==> src/rtl/oci_dct_packer_if.sv <==
// Trace-symbol input and DCT buffer output bundle for the OCI DCT packer.
// The master drives symbols and the end-of-test request and consumes buffers; the slave is the packer.
interface oci_dct_packer_if #(
  parameter int unsigned SYM_W = 3,
  parameter int unsigned SYMS  = 10
);
  localparam int unsigned BUF_W = SYM_W * SYMS;
  localparam int unsigned CNT_W = $clog2(SYMS + 1);

  logic [SYM_W-1:0] sym_data;
  logic             sym_valid;
  logic             sym_ready;
  logic             test_ending;
  logic [BUF_W-1:0] dct_buffer;
  logic [CNT_W-1:0] dct_count;
  logic             dct_valid;
  logic             dct_ready;
  logic             test_has_ended;

  modport master (
    output sym_data, sym_valid, test_ending, dct_ready,
    input  sym_ready, dct_buffer, dct_count, dct_valid, test_has_ended
  );

  modport slave (
    input  sym_data, sym_valid, test_ending, dct_ready,
    output sym_ready, dct_buffer, dct_count, dct_valid, test_has_ended
  );
endinterface

==> src/rtl/oci_dct_packer.sv <==
// Packs 3-bit OCI data-trace symbols into a 30-bit DCT buffer and offers it downstream,
// flushing partial buffers on idle timeout or end-of-test.
module oci_dct_packer #(
  parameter int unsigned SYM_W         = 3,
  parameter int unsigned SYMS          = 10,
  parameter int unsigned FLUSH_TIMEOUT = 64
) (
  input logic             clk,
  input logic             reset,
  oci_dct_packer_if.slave bus
);
  localparam int unsigned BUF_W = SYM_W * SYMS;
  localparam int unsigned CNT_W = $clog2(SYMS + 1);
  localparam int unsigned TMO_W = (FLUSH_TIMEOUT > 1) ? $clog2(FLUSH_TIMEOUT) : 1;
  localparam logic [TMO_W-1:0] TMO_LAST = (FLUSH_TIMEOUT == 0) ? '0 : TMO_W'(FLUSH_TIMEOUT - 1);
  localparam logic [CNT_W-1:0] CNT_FULL = CNT_W'(SYMS);

  typedef enum logic [1:0] {
    FILL = 2'd0,
    EMIT = 2'd1,
    DONE = 2'd2
  } state_e;

  state_e           state_q;
  logic [BUF_W-1:0] data_q;
  logic [CNT_W-1:0] cnt_q;
  logic [TMO_W-1:0] idle_q;
  logic             valid_q;
  logic             ended_q;
  logic             end_pending_q;

  logic             accept;
  logic             end_req;
  logic [BUF_W-1:0] data_d;
  logic [CNT_W-1:0] cnt_d;

  always_comb begin
    accept  = bus.sym_valid && (state_q == FILL);
    end_req = end_pending_q || bus.test_ending;
    data_d  = data_q;
    cnt_d   = cnt_q;
    if (accept) begin
      data_d = {data_q[BUF_W-SYM_W-1:0], bus.sym_data};
      cnt_d  = cnt_q + CNT_W'(1);
    end
  end

  // In FILL the current accept is folded in before any full/flush/timeout decision,
  // so a symbol arriving together with test_ending lands in the final buffer.
  always_ff @(posedge clk) begin
    if (reset) begin
      state_q       <= FILL;
      data_q        <= '0;
      cnt_q         <= '0;
      idle_q        <= '0;
      valid_q       <= 1'b0;
      ended_q       <= 1'b0;
      end_pending_q <= 1'b0;
    end else begin
      case (state_q)
        FILL: begin
          data_q <= data_d;
          cnt_q  <= cnt_d;
          if (bus.test_ending) end_pending_q <= 1'b1;
          if (cnt_d == CNT_FULL) begin
            state_q <= EMIT;
            valid_q <= 1'b1;
            idle_q  <= '0;
          end else if (end_req) begin
            idle_q <= '0;
            if (cnt_d != '0) begin
              state_q <= EMIT;
              valid_q <= 1'b1;
            end else begin
              state_q <= DONE;
              ended_q <= 1'b1;
            end
          end else if (accept || (cnt_q == '0)) begin
            idle_q <= '0;
          end else if (FLUSH_TIMEOUT != 0) begin
            if (idle_q == TMO_LAST) begin
              state_q <= EMIT;
              valid_q <= 1'b1;
              idle_q  <= '0;
            end else begin
              idle_q <= idle_q + TMO_W'(1);
            end
          end
        end
        EMIT: begin
          if (bus.test_ending) end_pending_q <= 1'b1;
          if (bus.dct_ready) begin
            data_q  <= '0;
            cnt_q   <= '0;
            valid_q <= 1'b0;
            if (end_pending_q) begin
              state_q <= DONE;
              ended_q <= 1'b1;
            end else begin
              state_q <= FILL;
            end
          end
        end
        DONE: begin
          valid_q <= 1'b0;
        end
        default: begin
          state_q <= FILL;
          valid_q <= 1'b0;
        end
      endcase
    end
  end

  assign bus.sym_ready      = (state_q == FILL);
  assign bus.dct_buffer     = data_q;
  assign bus.dct_count      = cnt_q;
  assign bus.dct_valid      = valid_q;
  assign bus.test_has_ended = ended_q;
endmodule
==> src/flat_wrapper.sv <==
// flat-port wrapper written by rule: the top's interface ports become plain ports
module oci_dct_packer_flat 
#(
  parameter int unsigned SYM_W         = 3,
  parameter int unsigned SYMS          = 10,
  parameter int unsigned FLUSH_TIMEOUT = 64
)
  (clk, reset, bus_sym_data, bus_sym_valid, bus_test_ending, bus_dct_ready, bus_sym_ready, bus_dct_buffer, bus_dct_count, bus_dct_valid, bus_test_has_ended);
  oci_dct_packer_if #(.SYM_W(SYM_W), .SYMS(SYMS)) bus_i ();
  input logic clk;
  input logic reset;
  input wire logic [$bits(bus_i.sym_data)-1:0] bus_sym_data;
  input wire logic [$bits(bus_i.sym_valid)-1:0] bus_sym_valid;
  input wire logic [$bits(bus_i.test_ending)-1:0] bus_test_ending;
  input wire logic [$bits(bus_i.dct_ready)-1:0] bus_dct_ready;
  output wire logic [$bits(bus_i.sym_ready)-1:0] bus_sym_ready;
  output wire logic [$bits(bus_i.dct_buffer)-1:0] bus_dct_buffer;
  output wire logic [$bits(bus_i.dct_count)-1:0] bus_dct_count;
  output wire logic [$bits(bus_i.dct_valid)-1:0] bus_dct_valid;
  output wire logic [$bits(bus_i.test_has_ended)-1:0] bus_test_has_ended;
  assign bus_i.sym_data = bus_sym_data;
  assign bus_i.sym_valid = bus_sym_valid;
  assign bus_i.test_ending = bus_test_ending;
  assign bus_i.dct_ready = bus_dct_ready;
  assign bus_sym_ready = bus_i.sym_ready;
  assign bus_dct_buffer = bus_i.dct_buffer;
  assign bus_dct_count = bus_i.dct_count;
  assign bus_dct_valid = bus_i.dct_valid;
  assign bus_test_has_ended = bus_i.test_has_ended;
  oci_dct_packer #(.SYM_W(SYM_W), .SYMS(SYMS), .FLUSH_TIMEOUT(FLUSH_TIMEOUT)) u_core (.clk(clk), .reset(reset), .bus(bus_i));
endmodule
==> config.mk <==
export PLATFORM = sky130hd
export DESIGN_NAME = oci_dct_packer_flat
export DESIGN_NICKNAME = d
export VERILOG_FILES = /design/src/rtl/oci_dct_packer_if.sv /design/src/rtl/oci_dct_packer.sv /design/src/flat_wrapper.sv
export SDC_FILE = /design/constraint.sdc
export NUM_CORES = 1
export LEC_CHECK = 0
export ABC_CLOCK_PERIOD_IN_PS = 2100
export BUFFER_PORTS_ARGS = -buffer_cell sky130_fd_sc_hd__buf_4
export CAP_MARGIN = 30
export CORE_MARGIN = 2
export CORE_UTILIZATION = 41
export CTS_BUF_LIST = sky130_fd_sc_hd__clkbuf_2
export CTS_CLUSTER_DIAMETER = 50
export DETAILED_ROUTE_END_ITERATION = 12
export PLACE_DENSITY = 0.67
export SYNTH_ARGS = -nofsm -noshare
export SYNTH_HDL_FRONTEND = slang
export SYNTH_SLANG_ARGS = --single-unit
export TNS_END_PERCENT = 30
==> constraint.sdc <==
create_clock -name clk -period 2.1 [get_ports clk]
set_clock_uncertainty 0.05 [all_clocks]
set_input_delay 0.105 -clock clk [delete_from_list [all_inputs] [get_ports clk]]
set_output_delay 0.105 -clock clk [all_outputs]
set_load 0.02 [all_outputs]
==> run_results.csv <==
group,metric,value,unit
run_status,status,"complete, no violations",
floorplanning,die_x,72.18,um
cells_and_area,multi_input_area,947.2,um2
yosys,synth_compound_area_share,22.78,%
power,p_per_area,1016,nW/um2
critical_path,reg2reg_depth,6,
routing,ant_nets,0,
grt,antenna_found_initial,0,
hold_path,hold_path.class,"in -> reg",
floorplanning,ios,45,
routing,drcViolationCount,0,
cells_and_area,drive_above_1_share,29.85,%
power,p_leak,0.0009730,uW
sta,tightestPinTransition,0.5437,ns
critical_path,crit_slowest_cell,"dfxtp_4",
yosys,synth_seq_cells,45,
hold_path,min_path_cells,2,
critical_path,end_kind,"flop",
placed_design,placed_cells,305,
sta,final_hold_viol_count,0,
critical_path,critPathLaunchType,"flop",
power,power,2483,uW
routing,dr.first_iter.drc_count,76,
routing,highest_layer,"met4",
grt,grt_max_degree,48,
floorplanning,dieArea,5209,um2
clocking,clk_pin_slew,0.23,ns
cells_and_area,seq_area,913.4,um2
floorplanning,rows,24,
sta,final.setup.worst_slack,0.03795,ns
sta,drv_slew,0,
floorplanning,initial_core_util,43.17,%
yosys,synth_nets,226,
critical_path,startpoint,"u_core.state_q[0]",
routing,met3_length,277,um
critical_path,r2r_start,"u_core.state_q[0]",
run,cap_viol_max_count,0,
routing,vias,1723,
grt,grt_overflow,0,
yosys,yosys.area_share.simple,21.73,%
cells_and_area,diodes,0,
placed_design,dp_hpwl,2800,um
yosys,ys_warn_count,0,
critical_path,rrSetupSlack,0.04,ns
cells_and_area,layoutNonFillerInstCount,320,
clocking,insertion_delay,0.39,ns
yosys,async_flop_share,0,%
sta,slew_headroom,63.72,%
routing,wl_met1,2045,um
critical_path,crit_path_max_fanout,6,
yosys,synth_top_family_by_area,"compound AO/OA/AOI/OAI gates",
yosys,yosysUniqueCellTypes,44,
yosys,synth-adder-area-share,1.970,%
routing,totalWireLength,4307,um
critical_path,crit_arrival,2.34,ns
critical_path,required,2.38,ns
cells_and_area,post-route-cell-area,2445,um2
routing,vias_per_cell,5.384,
yosys,synth_edf_count,0,
cells_and_area,fillers,402,
critical_path,critical_path_class,"reg -> reg",
clocking,clockRootBuffer,"clkbuf_2",
sta,finalCriticalPeriod,2.062,ns
power,ir_worst_vdd,0.5133,mV
critical_path,critical-path-max-stage-delay,0.42,ns
yosys,synthXorXnorAreaFrac,0.4596,%
yosys,synth.area.mux_share,1.051,%
routing,dr_wl_met2,1953,um
yosys,syn_inst,215,
placed_design,place_area,2296,um2
cells_and_area,area_growth,28.30,%
clocking,cts_tree,"done",
floorplanning,core-area,4414,um2
clocking,cts_sinks,45,
yosys,synthesis.area,1906,um2
grt,grt_pass1_wl,6748,um
sta,rsz0062_at_grt,"true",
cells_and_area,fin_nets,278,
critical_path,rr_endpoint,"u_core.state_q[0]",
routing,first_pass_iters,4,
yosys,syn_area_per_cell,8.863,um2
grt,grt.total_usage,16.25,%
sta,setup-violations-final,0,
critical_path,endpoint,"u_core.state_q[0]",
sta,whs,0.07633,ns
floorplanning,die_h,72.18,um
clocking,cts_buffers,5,
sta,fmax,485.0,MHz
yosys,ys.flop_type,"dfxtp_1",
routing,wl_per_cell,13.46,um
sta,fin_crit_sh,98.19,%
grt,grt_pass1_vias,1492,
yosys,ys_seq_area_share,47.28,%
placed_design,portBuffers,44,
clocking,ctsHtreeMaxLevel,2,
placed_design,routabilityCongestion,0.7834,
critical_path,crit_chain,"or2_4, or3_4, a221oi_4, nor3_2, o21bai_4, o31ai_1",
clocking,cts_max_path_buffers,2,
placed_design,place_ws,0.01290,ns
how the worst min path moves through the flow:
stage                          startpoint                         to
final                               reset    u_core.bus.dct_count[1]
after global routing                reset   u_core.bus.dct_buffer[3]
after CTS                           reset  u_core.bus.dct_buffer[15]
after detailed placement  bus_sym_data[0]   u_core.bus.dct_buffer[0]
after global placement    bus_sym_data[0]   u_core.bus.dct_buffer[0]
after floorplan           bus_test_ending       u_core.end_pending_q
layout by cell type, fill, tap and decap left out, types with 2 or more instances in the layout:
cell type       n
o31ai_1         2
dlygate4sd3_1   6
a21oi_1         8
a22oi_1        31
nor3_1          3
dfxtp_4         3
nand3_1         6
mux2i_1         2
clkbuf_2        5
o21ai_0         7
ha_1            3
nand2_1        18
nor2_1         37
inv_1           4
or3_2           2
buf_4          53
nand2b_1        2
a31oi_1         4
or2_2           2
dfxtp_1        41
clkinv_1        2
cells in the mapped netlist, types with 3 or more instances:
cell      number  share of area, %
nand3_1        6               1.6
a22oi_1       31                12
o21ai_0        7               1.8
a21oi_1        8               2.1
clkbuf_1      10               2.0
a31oi_1        4               1.3
nor3_1         3              0.79
dfxtp_1       45                47
nand2_1       18               3.5
nor2_1        37               7.3
inv_1          4              0.79
ha_1           3               2.0
flip-flops by register name, summed over array words and instances, names as in the netlist:
register                   cells
u_core.bus.dct_buffer         30
u_core.bus.dct_count           4
u_core.bus.dct_valid           1
u_core.bus.test_has_ended      1
u_core.end_pending_q           1
u_core.idle_q                  6
u_core.state_q                 2
routing by layer:
layer,global-route usage (%),vias up
met4,4.403,0
met5,0,-
li1,-,872
met1,21.22,795
met2,25.69,50
met3,5.556,6
logic make-up (layout without fill, tap and decap cells):
family | Yosys count | in the layout
and+or+nand+nor | 84 | 84
AOI/OAI and AO/OA | 61 | 61
xor gates and xnor gates | 1 | 1
muxes | 2 | 2
DFF | 45 | 45
buffers and inverters | 19 | 72
adders and majority gates | 3 | 3
worst max-delay path: cells and delay by family (launching register included):
kind | cells | cell delay, ns
flops | 1 | 0.42
compound gates | 3 | 0.82
simple gates | 3 | 0.71
cell type report:
class,count,share of cell area [%]
multi-input cells,151,38.74
flip-flops and latches,45,37.36
repair buffers,59,18.73
well taps,52,2.661
clock buffers,5,1.024
inverters,5,0.7677
clock inverters,3,0.7165
power breakdown:
| group | leakage, uW | internal [uW] | switching [uW] |
|---|---|---|---|
| registers | 0.000367 | 946 | 88.5 |
| logic | 0.000576 | 432 | 656 |
| clock network | 0.0000304 | 79.3 | 281 |
what timing repair did:
action	in CTS	in global routing
buffers inserted	0	1
resized for setup	2	9
endpoints found under the hold margin	6	0
pin swaps	1	5
hold buffers	6	0
endpoints found under the setup margin	2	9
through the flow:
| stage | setup TNS, ns | util [%] |
|---|---|---|
| finish | 0 | 55.39 |
| global route | -0.1745 | 55.39 |
| floorplan | 0 | - |
| global placement | 0 | 52.01 |
| CTS | 0 | 54.56 |
| detailed placement | 0 | 52.01 |
No activity file was read; power rests on OpenSTA's default activity.
